File: config.mk
export PLATFORM = sky130hd
export DESIGN_NAME = lsu_lsq_ctrl
export DESIGN_NICKNAME = d
export VERILOG_FILES = /design/src/rtl/lsu_lsq_ctrl_pkg.sv /design/src/rtl/lsu_lsq_age_sel.sv /design/src/rtl/lsu_lsq_ctrl.sv
export SDC_FILE = /design/constraint.sdc
export NUM_CORES = 1
export LEC_CHECK = 0
export CORE_MARGIN = 5
export CORE_UTILIZATION = 25
export DETAILED_ROUTE_END_ITERATION = 10
export PLACE_DENSITY = 0.64
export SYNTH_ARGS = -nofsm -noshare
export SYNTH_HDL_FRONTEND = slang
export SYNTH_SLANG_ARGS = --single-unit
File: constraint.sdc
create_clock -name clk -period 4.9 [get_ports clk]
set_input_delay 0.98 -clock clk [delete_from_list [all_inputs] [get_ports clk]]
set_output_delay 0.98 -clock clk [all_outputs]
set_load 0.01 [all_outputs]
File: src/rtl/lsu_lsq_ctrl_pkg.sv
// Shared definitions for the load/store queue sequencing controller.
// Default depth plus the status-bit pattern that makes an entry issuable.
package lsu_lsq_ctrl_pkg;

  localparam int LSQ_DEPTH_DEF = 8;
  localparam int LSQ_PTR_W_DEF = $clog2(LSQ_DEPTH_DEF);

  typedef struct packed {
    logic vld;
    logic virt;
    logic awake;
    logic exec;
    logic succ;
    logic exc;
  } lsq_stat_t;

  // Every status bit is significant; MATCH gives the value each must hold.
  localparam lsq_stat_t ISSUE_CARE  = '{vld: 1'b1, virt: 1'b1, awake: 1'b1,
                                        exec: 1'b1, succ: 1'b1, exc: 1'b1};
  localparam lsq_stat_t ISSUE_MATCH = '{vld: 1'b1, virt: 1'b0, awake: 1'b1,
                                        exec: 1'b0, succ: 1'b0, exc: 1'b0};

  function automatic logic stat_issuable(input lsq_stat_t s);
    return ((s ^ ISSUE_MATCH) & ISSUE_CARE) == '0;
  endfunction

  function automatic logic stat_done(input lsq_stat_t s);
    return s.vld & (s.succ | s.exc);
  endfunction

endpackage

File: src/rtl/lsu_lsq_age_sel.sv
// Oldest-first picker: rotate requests so that base is bit 0, take the lowest
// set bit, then rotate the winner back to an absolute index.
module lsu_lsq_age_sel #(
  parameter int DEPTH = 8,
  parameter int PTR_W = $clog2(DEPTH)
) (
  input  logic [DEPTH-1:0] req,
  input  logic [PTR_W-1:0] base,
  output logic             vld,
  output logic [PTR_W-1:0] idx,
  output logic [PTR_W-1:0] age
);

  logic [DEPTH-1:0] rot;

  for (genvar gi = 0; gi < DEPTH; gi++) begin : g_rot
    localparam logic [PTR_W-1:0] OFF = PTR_W'(gi);
    logic [PTR_W-1:0] pos;
    assign pos     = base + OFF;
    assign rot[gi] = req[pos];
  end

  // Scan from the youngest slot down so the oldest hit is written last.
  always_comb begin
    vld = 1'b0;
    age = '0;
    for (int j = DEPTH - 1; j >= 0; j--) begin
      if (rot[j]) begin
        vld = 1'b1;
        age = PTR_W'(j);
      end
    end
  end

  assign idx = base + age;

endmodule

File: src/rtl/lsu_lsq_ctrl.sv
// Load/store queue sequencing controller: circular allocation, oldest-first
// issue, response strobes and in-order retire. Optional fencing: LSQ_FENCE_EN.
module lsu_lsq_ctrl
  import lsu_lsq_ctrl_pkg::*;
#(
  parameter int LSQ_DEPTH = LSQ_DEPTH_DEF,
  parameter int LSQ_PTR_W = $clog2(LSQ_DEPTH)
) (
  input  logic                 clk,
  input  logic                 rst,
  input  logic                 flush,
  input  logic                 alloc_vld_i,
  output logic                 alloc_rdy_o,
  output logic [LSQ_PTR_W-1:0] alloc_idx_o,
  output logic [LSQ_DEPTH-1:0] entry_alloc_o,
  input  logic [LSQ_DEPTH-1:0] entry_vld_i,
  input  logic [LSQ_DEPTH-1:0] entry_virt_i,
  input  logic [LSQ_DEPTH-1:0] entry_awake_i,
  input  logic [LSQ_DEPTH-1:0] entry_exec_i,
  input  logic [LSQ_DEPTH-1:0] entry_succ_i,
  input  logic [LSQ_DEPTH-1:0] entry_exc_i,
  input  logic [LSQ_DEPTH-1:0] entry_fenced_i,
  output logic                 issue_vld_o,
  input  logic                 issue_rdy_i,
  output logic [LSQ_PTR_W-1:0] issue_idx_o,
  output logic [LSQ_DEPTH-1:0] entry_exec_o,
  input  logic                 resp_vld_i,
  input  logic [LSQ_PTR_W-1:0] resp_idx_i,
  input  logic                 resp_replay_i,
  output logic [LSQ_DEPTH-1:0] entry_replay_o,
  output logic [LSQ_DEPTH-1:0] entry_succ_o,
  output logic                 commit_rdy_o,
  input  logic                 commit_vld_i,
  output logic [LSQ_DEPTH-1:0] entry_invld_o,
  output logic [LSQ_PTR_W-1:0] head_o,
  output logic [LSQ_PTR_W-1:0] tail_o,
  output logic [LSQ_PTR_W:0]   count_o,
  output logic                 empty_o,
  output logic                 full_o
);

  logic [LSQ_PTR_W-1:0] head_q;
  logic [LSQ_PTR_W-1:0] tail_q;
  logic [LSQ_PTR_W:0]   count_q;

  logic kill;
  logic full;
  logic empty;
  logic alloc_fire;
  logic issue_fire;
  logic commit_fire;
  logic resp_ok;

  logic [LSQ_DEPTH-1:0] issuable;
  logic [LSQ_DEPTH-1:0] eligible;
  logic                 sel_vld;
  logic [LSQ_PTR_W-1:0] sel_idx;
  logic [LSQ_PTR_W-1:0] sel_age_unused;
  lsq_stat_t            head_stat;

  assign kill  = rst | flush;
  assign full  = (count_q == (LSQ_PTR_W+1)'(LSQ_DEPTH));
  assign empty = (count_q == '0);

  for (genvar gi = 0; gi < LSQ_DEPTH; gi++) begin : g_stat
    lsq_stat_t stat;
    assign stat = {entry_vld_i[gi], entry_virt_i[gi], entry_awake_i[gi],
                   entry_exec_i[gi], entry_succ_i[gi], entry_exc_i[gi]};
    assign issuable[gi] = stat_issuable(stat);
  end

`ifdef LSQ_FENCE_EN
  // An outstanding fence hides every younger entry; it may go itself only from the head.
  logic [LSQ_DEPTH-1:0] fence_pend;
  logic                 fence_vld;
  logic [LSQ_PTR_W-1:0] fence_age;
  logic [LSQ_PTR_W-1:0] fence_idx_unused;

  for (genvar gi = 0; gi < LSQ_DEPTH; gi++) begin : g_fence
    logic [LSQ_PTR_W-1:0] age_i;
    assign fence_pend[gi] = entry_fenced_i[gi] & entry_vld_i[gi] &
                            ~entry_succ_i[gi] & ~entry_exc_i[gi];
    assign age_i          = LSQ_PTR_W'(gi) - head_q;
    assign eligible[gi]   = issuable[gi] &
                            (~fence_vld | (age_i < fence_age) |
                             ((age_i == '0) & (fence_age == '0)));
  end

  lsu_lsq_age_sel #(
    .DEPTH (LSQ_DEPTH),
    .PTR_W (LSQ_PTR_W)
  ) u_fence_sel (
    .req  (fence_pend),
    .base (head_q),
    .vld  (fence_vld),
    .idx  (fence_idx_unused),
    .age  (fence_age)
  );
`else
  logic unused_fenced;
  assign unused_fenced = ^entry_fenced_i;
  assign eligible      = issuable;
`endif

  lsu_lsq_age_sel #(
    .DEPTH (LSQ_DEPTH),
    .PTR_W (LSQ_PTR_W)
  ) u_issue_sel (
    .req  (eligible),
    .base (head_q),
    .vld  (sel_vld),
    .idx  (sel_idx),
    .age  (sel_age_unused)
  );

  assign head_stat = {entry_vld_i[head_q], entry_virt_i[head_q], entry_awake_i[head_q],
                      entry_exec_i[head_q], entry_succ_i[head_q], entry_exc_i[head_q]};

  assign alloc_rdy_o  = ~full;
  assign alloc_idx_o  = tail_q;
  assign issue_vld_o  = sel_vld & ~empty & ~kill;
  assign issue_idx_o  = sel_idx;
  assign commit_rdy_o = stat_done(head_stat) & ~empty & ~kill;

  assign alloc_fire  = alloc_vld_i & ~full & ~kill;
  assign issue_fire  = issue_vld_o & issue_rdy_i;
  assign commit_fire = commit_vld_i & commit_rdy_o;
  // Responses for empty slots are dropped rather than corrupting a future occupant.
  assign resp_ok     = resp_vld_i & entry_vld_i[resp_idx_i] & ~kill;

  for (genvar gi = 0; gi < LSQ_DEPTH; gi++) begin : g_strobe
    localparam logic [LSQ_PTR_W-1:0] IDX = LSQ_PTR_W'(gi);
    assign entry_alloc_o[gi]  = alloc_fire & (tail_q == IDX);
    assign entry_exec_o[gi]   = issue_fire & (sel_idx == IDX);
    assign entry_replay_o[gi] = resp_ok & resp_replay_i & (resp_idx_i == IDX);
    assign entry_succ_o[gi]   = resp_ok & ~resp_replay_i & (resp_idx_i == IDX);
    assign entry_invld_o[gi]  = commit_fire & (head_q == IDX);
  end

  always_ff @(posedge clk) begin
    if (kill) begin
      head_q  <= '0;
      tail_q  <= '0;
      count_q <= '0;
    end else begin
      if (alloc_fire) tail_q <= tail_q + 1'b1;
      if (commit_fire) head_q <= head_q + 1'b1;
      case ({alloc_fire, commit_fire})
        2'b10:   count_q <= count_q + 1'b1;
        2'b01:   count_q <= count_q - 1'b1;
        default: count_q <= count_q;
      endcase
    end
  end

  assign head_o  = head_q;
  assign tail_o  = tail_q;
  assign count_o = count_q;
  assign empty_o = empty;
  assign full_o  = full;

`ifndef SYNTHESIS
  resp_targets_valid_entry: assert property (
    @(posedge clk) disable iff (kill) !(resp_vld_i && !entry_vld_i[resp_idx_i]));
`endif

endmodule

==> flow_summary.ini <==
[sta]
period_minus_slack_ns = 5.47
period_share_pct = 112
timing_hold_violations_final = 0
tightest_slew_ns = 0.766
final.setup.worst_slack_ns = -0.566
rsz0062_at_grt = true
fin_skew_ns = 0.00125
clock.fmax_mhz = 183
finalSetupTns_ns = -5.13
final_max_slew_viol_count = 0
slew_headroom_pct = 48.6
setup-violations-final = 11
holdWs_ns = 0.538

[setup_path]
r2r_setup_slack_ns = 1.14
crit_arrival_ns = 4.49
r2r-end = count_o[3]
endpoint_kind = output port
critical_path_class = input pin to output port
cp.required_ns = 3.92
startpoint_type = input pin
path_max_fanout = 5
regToRegStartpoint = head_o[2]
r2r_cells = 15

[synth]
synth.area.mux_share_pct = 20.0
synth-simple-area-share_pct = 34.2
ys_seq_area_share_pct = 9.25
synth_edf_count = 0
synth_compound_area_share_pct = 12.5
synth_top_area_share_pct = 11.5
yosys.cell_types.count = 62
synth_common_cells = 38 x nor2_1, 17 x ha_1, 16 x nand2_1, 15 x inv_1, 12 x and3_1
yosys.area.top_type = mux4_2
yosys.cell_count.top_type = nor2_1
syn_avg_cell_area_sq_um = 8.58
syn-num-nets = 338
synthAdderAreaFrac_pct = 11.7
synth_top_family_by_area = simple AND/OR/NAND/NOR gates
synthXorXnorAreaFrac_pct = 4.45
async_reset_ff_share_pct = 0
synthFlopType = dfxtp_1
synth-seq-cells = 10
syn_area_sq_um = 2160
yosys_warnings = 0
syn_inst = 252
netlist_top_cells_area = mux4_2 11%, ha_1 9.8%, dfxtp_1 9.3%, nor2_1 6.6%, and3_1 3.5%

[floorplanning]
dieWidth_microns = 103
fp.coreArea_sq_um = 8590
die_h_microns = 103
initial_core_util_pct = 25.2
dieArea_sq_um = 10600
num_rows = 34
io_pins = 128

[cells_and_area]
stdcell_count = 536
area_growth_syn_to_layout_pct = 90.3
fin_util_pct = 47.9
n_antenna_cell = 0
drive_gt1_share_pct = 36.7
nFillCells = 858
nets = 516

[flow_run]
drv_cap = 0

[clock_network]
worstSkewPairLatency_ns = 0.23
cts_buffers = 3
cts_root_buf = clkbuf_8
hold_buffers = 0
cts_tree = yes
clock_sinks = 10
cts_max_path_buffers = 2
clkTransAtPathRegs_ns = 0.05
htreeDepth = 1

[global_routing]
grt_pass1_wl_microns = 12700
grt_max_degree = 18
grt_overflow = 0
grtUsageTotal_pct = 15.0
antenna_found_initial = 0
grt_pass1_vias = 2678

[drt]
drcViolationCount = 0
drt_iter0_markers = 115
viasPerCell = 4.85
drtAntennaViolNets = 0
wl_microns = 8010
wire_per_inst_microns = 14.9
drtPass1Iterations = 5
via_count = 2599

[hold_path]
holdPathStages = 2
hold_path_end = alloc_idx_o[1]
hold_class = flop to flop
hp-start = alloc_idx_o[1]

[power_and_ir_drop]
leakage_nw = 1.80
p_per_area_nw_per_um2 = 71.8
irDropWorstVdd_uv = 55.0

[place]
gp_congestion = 0.860
port_buffers = 119
dp_hpwl_microns = 6490
placedCellCount = 512

[status]
violations = setup timing
status = finished with violations
where the power goes:
part / leakage (nW) / switching, mW / internal (mW)
clock network: 0.0216 / 0.0309 / 0.0537
logic: 1.70 / 0.0494 / 0.0779
registers: 0.0808 / 0.00122 / 0.0824
total: 1.80 / 0.0815 / 0.214
cell families (layout without fill, tap and decap cells):
kind of cell    count (synthesis)  after routing
compound gates                 38             38
simple gates                  122            122
mux                            23             23
xor+xnor                        8              9
fa+ha+maj                      19             19
flops                          10             10
buf+inv                        32            207
layer usage:
layer / routed length, microns / vias up / GRT usage, %
li1: - / 1282 / -
met1: 3240 / 1164 / 18.2
met2: 3880 / 139 / 26.5
met3: 763 / 14 / 3.86
met4: 137 / 0 / 3.59
met5: 0 / - / 0
registers in the layout, summed over array words and instances (netlist names):
name / cells
count_o: 4
head_o: 3
alloc_idx_o: 3
cell usage in the layout, fill, tap and decap left out, types with 3 or more instances in the layout:
cell,netlist,final
clkdlybuf4s50_1,0,64
buf_4,4,62
nor2_1,38,31
dlygate4sd2_1,0,22
ha_1,17,16
inv_1,15,13
mux4_2,11,12
and3_1,12,12
buf_2,5,12
nand2_1,16,11
dfxtp_1,10,10
a21oi_1,9,9
buf_6,2,9
and2_1,8,8
nor3_1,7,7
dlymetal6s2s_1,0,7
nor2_2,0,6
nand3b_1,6,6
o21ai_0,7,6
nand2_2,0,5
mux2_4,0,5
nand3_1,5,5
clkbuf_2,0,5
o211ai_1,4,4
and4bb_1,4,4
clkdlybuf4s15_1,0,4
inv_2,1,3
nand2b_1,3,3
nor4bb_4,0,3
a21o_1,3,3
mux2i_1,3,3
xnor2_4,1,3
nor4b_4,1,3
xnor2_1,4,3
clkbuf_8,0,3
final cells by class:
type	count	area (sq um)	share of cell area, %
Clock buffer	3	41.3	1.00
Multi-Input combinational cell	211	2020	49.1
Sequential cell	10	200	4.86
Inverter	17	63.8	1.55
Timing Repair Buffer	187	1650	40.2
Tap cell	108	135	3.28
worst max-delay path by stage:
stage	start	end	slack [ns]	depth (start not counted)
after floorplan	entry_virt_i[4]	entry_exec_o[5]	-0.22	14
after global placement	entry_virt_i[4]	entry_exec_o[5]	-1.29	16
after detailed placement	entry_vld_i[0]	entry_exec_o[5]	-1.35	16
after CTS	entry_exec_i[5]	entry_exec_o[5]	-0.59	17
after global routing	entry_virt_i[5]	entry_exec_o[5]	-0.75	17
final	entry_succ_i[2]	entry_exec_o[5]	-0.57	17
repair_timing:
| action | in CTS | in global routing |
|---|---|---|
| endpoints found under the setup margin | 12 | 12 |
| cloned | 1 | 0 |
| gates resized for setup | 130 | 30 |
| pin swaps | 29 | 26 |
| buffers inserted | 16 | 5 |
worst max-delay path, stage by stage:
cell,delay [ns]
clkdlybuf4s50_1,0.43
nor2_2,0.12
nand2_2,0.08
mux2_4,0.27
mux4_2,0.50
buf_4,0.15
buf_4,0.12
buf_4,0.13
nand2_4,0.05
nand2_1,0.05
a211o_1,0.28
fa_2,0.41
xnor2_4,0.28
buf_12,0.14
xnor2_4,0.12
nor4b_4,0.20
buf_2,0.16
per-stage QoR:
step	cell area (sq um)	total power, mW	setup slack, ns
after CTS	4020	0.292	-0.594
after global placement	3790	0.203	-1.29
final	4120	0.296	-0.566
after global routing	4120	0.312	-0.750
after floorplan	2200	0.127	-0.221
after detailed placement	3790	0.204	-1.35
Note: power is estimated with default switching activity, not from simulation.
